<file path="config.mk">
export PLATFORM = sky130hd
export DESIGN_NAME = pal_line_scheduler
export DESIGN_NICKNAME = d
export VERILOG_FILES = /design/src/rtl/pal_sched_pkg.sv /design/src/rtl/sync_edge.sv /design/src/rtl/pal_line_scheduler.sv
export SDC_FILE = /design/constraint.sdc
export NUM_CORES = 1
export LEC_CHECK = 0
export CORE_MARGIN = 2
export CORE_UTILIZATION = 30
export CTS_CLUSTER_SIZE = 28
export DETAILED_ROUTE_END_ITERATION = 6
export GPL_TIMING_DRIVEN = 0
export PLACE_DENSITY = 0.49
export SETUP_SLACK_MARGIN = 0.2
export SLEW_MARGIN = 10
export SYNTH_ARGS = -nofsm -noshare
export SYNTH_HDL_FRONTEND = slang
export SYNTH_SLANG_ARGS = --single-unit
</file>
<file path="constraint.sdc">
create_clock -name clk_i -period 4.1 [get_ports clk_i]
set_input_delay 0.82 -clock clk_i [delete_from_list [all_inputs] [get_ports clk_i]]
set_output_delay 0.82 -clock clk_i [all_outputs]
set_load 0.01 [all_outputs]
</file>
<file path="src/rtl/pal_sched_pkg.sv">
// Shared types and reset constants for the NTSC->PAL line scheduler.
package pal_sched_pkg;

    typedef enum logic [1:0] {
        IDLE   = 2'd0,
        COUNT  = 2'd1,
        INSERT = 2'd2,
        DONE   = 2'd3
    } sched_state_e;

    localparam int           SYNC_STAGES    = 2;
    localparam sched_state_e RST_STATE      = IDLE;
    localparam logic         RST_FRM_FORMAT = 1'b1;
    localparam logic         RST_PERIOD_ERR = 1'b0;

endpackage

</file>
<file path="src/rtl/sync_edge.sv">
// Synchronizes an asynchronous active-low strobe and produces single-cycle
// rise/fall pulses, two cycles after the sync chain settles.
module sync_edge
    import pal_sched_pkg::*;
(
    input  logic clk_i,
    input  logic rst_i,
    input  logic async_i,
    output logic rise_o,
    output logic fall_o
);

    logic [SYNC_STAGES-1:0] sync_q;
    logic                   prev_q;

    // Idle level of the sync strobes is high, so reset to 1 to avoid a false fall.
    always_ff @(posedge clk_i or posedge rst_i) begin
        if (rst_i) begin
            sync_q <= '1;
            prev_q <= 1'b1;
        end else begin
            sync_q <= {sync_q[SYNC_STAGES-2:0], async_i};
            prev_q <= sync_q[SYNC_STAGES-1];
        end
    end

    assign rise_o = ~prev_q & sync_q[SYNC_STAGES-1];
    assign fall_o = prev_q & ~sync_q[SYNC_STAGES-1];

endmodule

</file>
<file path="src/rtl/pal_line_scheduler.sv">
// Frame sequencer: counts VDG lines and, in PAL-stretch mode, stalls the VDG
// at a fixed line while emitting synthetic padding lines.
//
// state  | meaning
// IDLE   | waiting for first FSn fall after reset
// COUNT  | counting VDG lines, watching for the insertion line
// INSERT | VDG held, synthetic lines being emitted
// DONE   | insertion finished, waiting for next FSn fall
module pal_line_scheduler
    import pal_sched_pkg::*;
#(
    parameter int LINE_W      = 9,
    parameter int CYC_W       = 10,
    parameter int START_LINE  = 24,
    parameter int EXTRA_LINES = 50,
    parameter int HS_WIDTH    = 64
) (
    input  logic              clk_i,
    input  logic              rst_i,
    input  logic              hsn_i,
    input  logic              fsn_i,
    input  logic              format_i,
    output logic              hold_o,
    output logic              ins_hsn_o,
    output logic              frm_format_o,
    output logic [LINE_W-1:0] line_o,
    output logic              period_err_o
);

    localparam logic [LINE_W-1:0] LINE_MAX = '1;
    localparam logic [CYC_W-1:0]  CYC_MAX  = '1;
    localparam logic [CYC_W-1:0]  CYC_ONE  = CYC_W'(1);

    sched_state_e      state_q, state_d;
    logic [LINE_W-1:0] line_q, line_d, line_inc;
    logic [CYC_W-1:0]  cyc_q, cyc_d, cyc_inc;
    logic [CYC_W-1:0]  period_q, period_d;
    logic [CYC_W-1:0]  tmr_q, tmr_d, hs_thr;
    logic [LINE_W-1:0] lines_left_q, lines_left_d;
    logic              frm_format_q, frm_format_d;
    logic              period_err_q, period_err_d;
    logic              hs_fall, hs_rise_unused, fs_fall, fs_rise;
    logic              period_valid, hit_start;

    sync_edge u_sync_hs (
        .clk_i  (clk_i),
        .rst_i  (rst_i),
        .async_i(hsn_i),
        .rise_o (hs_rise_unused),
        .fall_o (hs_fall)
    );

    sync_edge u_sync_fs (
        .clk_i  (clk_i),
        .rst_i  (rst_i),
        .async_i(fsn_i),
        .rise_o (fs_rise),
        .fall_o (fs_fall)
    );

    always_ff @(posedge clk_i or posedge rst_i) begin
        if (rst_i) begin
            state_q      <= RST_STATE;
            line_q       <= '0;
            cyc_q        <= '0;
            period_q     <= '0;
            tmr_q        <= '0;
            lines_left_q <= '0;
            frm_format_q <= RST_FRM_FORMAT;
            period_err_q <= RST_PERIOD_ERR;
        end else begin
            state_q      <= state_d;
            line_q       <= line_d;
            cyc_q        <= cyc_d;
            period_q     <= period_d;
            tmr_q        <= tmr_d;
            lines_left_q <= lines_left_d;
            frm_format_q <= frm_format_d;
            period_err_q <= period_err_d;
        end
    end

    assign line_inc     = (line_q == LINE_MAX) ? line_q : line_q + LINE_W'(1);
    assign cyc_inc      = (cyc_q == CYC_MAX) ? cyc_q : cyc_q + CYC_ONE;
    assign period_valid = (period_q != '0) && (period_q != CYC_MAX);
    assign hit_start    = hs_fall && !fs_fall && (line_inc == LINE_W'(START_LINE));

    always_comb begin
        state_d      = state_q;
        line_d       = line_q;
        cyc_d        = cyc_q;
        period_d     = period_q;
        tmr_d        = tmr_q;
        lines_left_d = lines_left_q;
        frm_format_d = frm_format_q;
        period_err_d = period_err_q;

        if (fs_rise) frm_format_d = format_i;

        // Period is measured in VDG time, so the counter freezes while the VDG is held.
        if (state_q != INSERT) begin
            if (hs_fall) begin
                period_d = cyc_inc;
                cyc_d    = '0;
            end else begin
                cyc_d = cyc_inc;
            end
        end

        if (fs_fall)                           line_d = '0;
        else if (hs_fall && state_q != INSERT) line_d = line_inc;

        case (state_q)
            IDLE:   if (fs_fall) state_d = COUNT;
            COUNT: begin
                if (hit_start && !frm_format_q) begin
                    if (period_valid) begin
                        state_d      = INSERT;
                        tmr_d        = period_q - CYC_ONE;
                        lines_left_d = LINE_W'(EXTRA_LINES - 1);
                    end else begin
                        period_err_d = 1'b1;
                    end
                end
            end
            INSERT: begin
                if (fs_fall) begin
                    state_d = COUNT;
                end else if (tmr_q == '0) begin
                    if (lines_left_q == '0) begin
                        state_d = DONE;
                    end else begin
                        lines_left_d = lines_left_q - LINE_W'(1);
                        tmr_d        = period_q - CYC_ONE;
                    end
                end else begin
                    tmr_d = tmr_q - CYC_ONE;
                end
            end
            DONE:    if (fs_fall) state_d = COUNT;
            default: state_d = IDLE;
        endcase
    end

    // Line timer counts down, so sync is low while the timer is at or above hs_thr.
    always_comb begin
        hs_thr    = (HS_WIDTH >= int'(period_q)) ? CYC_ONE : period_q - CYC_W'(HS_WIDTH);
        hold_o    = 1'b0;
        ins_hsn_o = 1'b1;
        if (state_q == INSERT) begin
            hold_o    = 1'b1;
            ins_hsn_o = !(tmr_q >= hs_thr);
        end
    end

    assign frm_format_o = frm_format_q;
    assign line_o       = line_q;
    assign period_err_o = period_err_q;

endmodule

</file>
==> results.yml, run 1 <==
status:
  status: "finished clean"
drt:
  dr.first_iter.drc_count: 273
  drc: 0
  ant_nets: 0
  avgViaCountPerCell: 5.34
  wl_mm: 9.88
  vias: 3400
  wl_per_cell_um: 15.5
  drt_first_pass_iters: 5
floorplanning:
  core_sq_mm: 0.0121
  chipHeight_um: 116
  die_w_um: 116
  rows: 40
  die_area_sq_mm: 0.0134
  io_pins: 18
  start_util_pct: 30.9
yosys:
  yosysWarningCount: 0
  synth_edf_count: 0
  synth.avg_cell_area_sq_um: 8.71
  synth_area_leader_cell: "dfrtp_1"
  synth_area_leaders: "dfrtp_1 (34%), ha_1 (7.7%), nand2_1 (5.3%), dfstp_2 (4.9%), o21ai_0 (4.7%)"
  synth_cells: 429
  synth_seq_cells: 58
  syn-cell-area_sq_mm: 0.00374
  dominantRegCellSynth: "dfrtp_1"
  synth_top_area_share_pct: 34.1
  syn_nets: 457
  synth-seq-area-share_pct: 39.1
  async_reset_ff_share_pct: 100
  synth_cell_types: 59
place:
  port_buffers: 17
  pre_cts_slack_ns: -0.204
  routabilityCongestion: 0.841
  placedCellCount: 614
  dpl_cell_area_sq_mm: 0.00412
  hpwl_mm: 6.98
flow_run:
  maxCapViolCount: 0
clock_tree:
  clockRootBuffer: "clkbuf_16"
  ctsHoldBuffers: 0
  cts_tree: "done"
  numCtsBuffers: 9
  path_clk_slew_ns: 0.05
  htree_num_levels: 3
  clk_latency_ns: 0.34
  cts_buffer_depth: 2
  clkSinkCount: 58
min_path:
  hp-start: "u_sync_hs.sync_q[0]"
  min_path_cells: 0
  min_to: "u_sync_hs.sync_q[1]"
  hp-class: "reg -> reg"
sta:
  setup_tns_ns: 0
  slew_viol_final: 0
  post-route-period-util_pct: 90.7
  hold_violations: 0
  setup_viol: 0
  min_period_ns: 3.72
  skew_ns: 0.0115
  slew_headroom_pct: 48.4
  finalWorstSetupSlack_ns: 0.382
  timing.hold.ws_ns: 0.355
  fmax_mhz: 269
  rsz0062_at_grt: "no"
  tightestPinTransition_ns: 0.767
global_route:
  track_usage_pct: 16.3
  grt_pass1_wl_mm: 16.9
  grt_max_degree: 59
  grt_pass1_vias: 3290
  overflow: 0
  antenna_found_initial: 0
worst_setup_path:
  crit_type: "reg -> out"
  reg2reg_setup_slack_ns: 1.10
  r2r_end: "lines_left_q[7]"
  arrival_ns: 2.90
  worstReg2RegStart: "line_o[0]"
  critPathMaxStageDelay_ns: 0.45
  crit_path_end_kind: "output port"
  rr_worst_depth: 8
  crit_family: "compound AO/OA/AOI/OAI gates"
  crit_buf_inv: 1
  crit_chain: "ha_1, and3_1, o21ai_4, nand2_1, ha_1, nand2b_1, a21o_1, a21o_1, a21oi_2, o21ai_1, a22oi_2, clkdlybuf4s15_2"
  critPathLaunchType: "flip-flop"
  cpMaxStageDelayCell: "dfrtp_2"
  critPathMaxFanout: 7
  cp.required_ns: 3.28
layout:
  layout_common_cells: "nand2_1 (53), dfrtp_1 (49), o21ai_0 (34), a21oi_1 (25)"
  layout_commonest_cell: "nand2_1"
  drive_above_1_share_pct: 10.9
  stdcell_count: 637
  multi_input_area_sq_mm: 0.00217
  n_fill_cell: 1255
  syn2layout_area_growth_pct: 20.9
  antenna_cells: 0
  stdcell_area_sq_mm: 0.00452
  layout.nets: 492
  seq_area_sq_mm: 0.00146
power:
  pwr-share-seq_pct: 32.8
  p_leak_nw: 1.87
  p_comb_share_pct: 35.1
  peakVddDrop_mv: 0.182
  p_switching_uw: 900
  p_int_mw: 1.55
  power_per_cell_area_mw_per_mm2: 543
  p_sw_share_pct: 36.7
  p_clk_share_pct: 32.1
==> metrics by stage <==
step	power (mW)	util, %
global placement	1.60	34.0
floorplan	1.37	-
finish	2.45	37.3
detailed placement	1.60	34.0
CTS	2.44	37.1
global route	2.65	37.3
==> synth_stat cells (5+ instances only) <==
cell	count
xor2_1	11
nor2b_1	6
o21ai_1	10
nor3_1	16
a31oi_1	9
o31ai_1	9
a21o_1	7
and3_1	7
nand2_1	53
clkbuf_1	17
o21ai_0	35
dfrtp_1	51
and2_1	5
xnor2_1	5
nand3_1	18
nand4_1	10
a21oi_1	26
inv_1	14
nor2_1	22
nand2b_1	7
ha_1	23
dfstp_2	7
==> sequential cells by signal, summed over array words and instances (netlist names) <==
name / flops
cyc_q: 10
period_q: 10
tmr_q: 10
line_o: 9
lines_left_q: 9
state_q: 2
u_sync_fs.sync_q: 2
u_sync_hs.sync_q: 2
frm_format_o: 1
period_err_o: 1
u_sync_fs.prev_q: 1
u_sync_hs.prev_q: 1
==> power by group through the flow <==
stage,Clock (mW),Combinational [mW],Sequential (mW)
after floorplan,0,0.592,0.773
after global routing,0.834,0.988,0.824
after detailed placement,0,0.790,0.813
final,0.787,0.862,0.804
after CTS,0.806,0.829,0.805
after global placement,0,0.785,0.812
==> worst max-delay path by stage <==
stage | startpoint | to | slack [ns] | depth (start not counted)
floorplan | period_q[2] | ins_hsn_o | 0.82 | 12
global placement | period_q[2] | ins_hsn_o | -0.16 | 13
detailed placement | period_q[2] | ins_hsn_o | -0.20 | 13
CTS | period_q[1] | ins_hsn_o | 0.21 | 13
global route | period_q[6] | ins_hsn_o | 0.21 | 12
finish | period_q[6] | ins_hsn_o | 0.38 | 12
==> cell families after synthesis <==
family | Yosys count | share of synthesized area [%]
AND/OR/NAND/NOR | 169 | 23.6
AO/OA/AOI/OAI | 126 | 21.4
flip-flops | 58 | 39.1
buffers and inverters | 34 | 3.68
adder cells (fa/ha/maj) | 23 | 7.70
XOR/XNOR | 16 | 3.75
multiplexers | 3 | 0.870
==> timing repair <==
action / 4_1_cts / 5_1_grt
gates resized for setup: 9 / 4
endpoints found under the hold margin: 0 / 0
cloned: 0 / 0
pin swaps: 3 / 1
buffers inserted: 5 / 2
setup endpoints to repair: 1 / 1
==> layout make-up <==
cell class                 count  area share (%)
buffer                        20            1.91
clock buffer                  14            6.06
clock inverter                 2           0.775
inverter                      14            1.22
multi-input combinational    337            48.1
sequential                    58            32.4
tap                          168            4.65
timing repair buffer          24            4.96
==> per-layer routing <==
| metal | vias up | part of all wire, % | wire (um) | GRT usage [%] |
|---|---|---|---|---|
| li1 | 1652 | - | - | - |
| met1 | 1658 | 48 | 4780 | 21.8 |
| met2 | 75 | 47 | 4610 | 25.7 |
| met3 | 15 | 3.4 | 338 | 3.45 |
| met4 | 0 | 1.6 | 161 | 6.59 |
| met5 | - | 0 | 0 | 0 |
No activity file was read; power rests on OpenSTA's default activity.
==> run 2: changes to the inputs <==
Settings changed: GPL_ROUTABILITY_DRIVEN set to 0.
==> results of run 2 <==
The final DEF is identical to that of run 1; final timing and power are the same.
==> run 3: changes to the inputs <==
Settings changed: CORE_UTILIZATION 30 to 45, PLACE_DENSITY 0.49 to 0.66.
Clock period 4.1 ns to 4.5 ns, I/O delays scaled along.
==> run 3 against run 2 <==
Combinational power decreased by 15%. Via count decreased by 1.6%. Power is 19% lower. Final area decreased by 4.5%. Final cell count is 10% lower.
==> results.yml, run 3 (synthesized netlist as in run 1, its figures left out) <==
power:
  peakVddDrop_mv: 0.261
  p_leak_nw: 1.82
  power_per_cell_area_mw_per_mm2: 458
global_route:
  grt_pass1_vias: 3202
  grt_max_degree: 39
  antenna_found_initial: 0
  overflow: 0
  track_usage_pct: 22.2
  grt_pass1_wl_mm: 15.7
layout:
  top_regs: "cyc_q x10, period_q x10, tmr_q x10"
  fin_util_pct: 53.1
  layout.nets: 489
  layout_commonest_cell: "nand2_1"
  n_fill_cell: 707
  drive_above_1_share_pct: 9.23
  syn2layout_area_growth_pct: 15.4
  layout_common_cells: "nand2_1 (53), dfrtp_1 (51), o21ai_0 (35), a21oi_1 (26), ha_1 (23)"
  antenna_cells: 0
place:
  hpwl_mm: 6.58
  port_buffers: 17
drt:
  drc: 0
  wl_met3_um: 482
  avgViaCountPerCell: 5.86
  vias: 3347
  ant_nets: 0
  dr.first_iter.drc_count: 194
  wl_per_cell_um: 16.3
  routed-wl-met2_mm: 4.35
  routed.top_layer: "met4"
  wl_met1_mm: 4.24
  wl_mm: 9.30
  drt_first_pass_iters: 5
sta:
  slew_viol_final: 0
  min_period_ns: 3.85
  skew_ns: 0.0125
  fmax_mhz: 260
  post-route-period-util_pct: 85.5
  slew_headroom_pct: 46.3
  hold_violations: 0
  tightestPinTransition_ns: 0.796
  rsz0062_at_grt: "no"
  setup_viol: 0
  setup_tns_ns: 0
worst_setup_path:
  crit_path_end_kind: "output port"
  reg2reg_setup_slack_ns: 1.65
  crit_type: "reg -> out"
  rr_worst_depth: 8
  critPathLaunchType: "flip-flop"
  endpoint: "ins_hsn_o"
  worstReg2RegStart: "line_o[0]"
  startpoint: "period_q[0]"
  cp.required_ns: 3.60
  arrival_ns: 2.95
  r2r_end: "lines_left_q[7]"
  critPathMaxFanout: 7
clock_tree:
  clk_latency_ns: 0.34
  path_clk_slew_ns: 0.07
  htree_num_levels: 3
  cts_buffer_depth: 2
  cts_tree: "done"
  numCtsBuffers: 9
  clkSinkCount: 58
  ctsHoldBuffers: 0
  clockRootBuffer: "clkbuf_8"
min_path:
  hp-class: "reg -> reg"
flow_run:
  maxCapViolCount: 0
floorplanning:
  rows: 33
  start_util_pct: 46.0
  die_area_sq_mm: 0.00905
  io_pins: 18
  die_w_um: 95.2
  core_sq_mm: 0.00813
  chipHeight_um: 95.2
status:
  status: "finished clean"
-- run 3: cell count changes in the layout (fill, tap and decap cells not counted), sizes merged --
cell           before  now
clkdlybuf4s15       1    0
buf                10    7
dlymetal6s2s        0    1
-- run 3: worst min-delay path by stage --
stage | endpoint | from | slack, ns | cells past startpoint
after floorplan | u_sync_fs.sync_q[1] | u_sync_fs.sync_q[0] | 0.35 | 0
after global placement | u_sync_fs.sync_q[1] | u_sync_fs.sync_q[0] | 0.35 | 0
after detailed placement | u_sync_hs.sync_q[1] | u_sync_hs.sync_q[0] | 0.35 | 0
after CTS | u_sync_fs.sync_q[1] | u_sync_fs.sync_q[0] | 0.36 | 0
after global routing | u_sync_fs.sync_q[1] | u_sync_fs.sync_q[0] | 0.37 | 0
final | u_sync_fs.sync_q[1] | u_sync_fs.sync_q[0] | 0.36 | 0
-- run 3: repair_timing --
action                     in CTS  in global routing
buffers inserted                0                  3
setup endpoints to repair       1                  1
resized for setup               4                  3
pin swaps                       1                  1
-- run 3: cell type report --
cell class / instances / area (sq um) / area share [%]
multi-input combinational: 337 / 2160 / 50.1
sequential: 58 / 1460 / 33.8
timing repair buffer: 21 / 215 / 4.99
clock buffer: 14 / 173 / 4.00
tap: 105 / 131 / 3.04
buffer: 20 / 87.6 / 2.03
inverter: 14 / 52.6 / 1.22
clock inverter: 2 / 35.0 / 0.812
-- run 3: metal layers --
layer | global-route usage (%) | vias to the layer above
met1 | 29.8 | 1599
met5 | 0 | -
li1 | - | 1642
met3 | 5.22 | 21
met4 | 8.94 | 0
met2 | 34.6 | 85
-- run 3: power by group --
group	internal, mW	total (mW)	switching (mW)
Clock	0.301	0.514	0.213
Sequential	0.611	0.730	0.119
Combinational	0.307	0.732	0.426
-- run 3: stage by stage --
| step | cells | power (mW) | instance area, sq um | hold WS, ns | setup slack [ns] |
|---|---|---|---|---|---|
| final | 571 | 1.98 | 4320 | 0.358 | 0.652 |
| after global routing | 571 | 2.13 | 4320 | 0.366 | 0.469 |
| after CTS | 568 | 1.97 | 4290 | 0.360 | 0.221 |
| after detailed placement | 552 | 1.44 | 4060 | 0.349 | 0.352 |
| after global placement | 551 | 1.41 | 4040 | 0.347 | 0.323 |
| after floorplan | 429 | 1.24 | 3740 | 0.345 | 1.14 |
-- run 3: worst max-delay path: stages (launching register included) --
cell and delay (ns):
dfrtp_1 0.41, inv_1 0.12, ha_1 0.24, and3_1 0.18, o21ai_4 0.23, nand2_1 0.08, ha_1 0.26, nand2b_1 0.14
a21o_1 0.17, a21o_1 0.18, a21oi_1 0.13, o21ai_0 0.10, a22oi_1 0.17, dlymetal6s2s_1 0.19
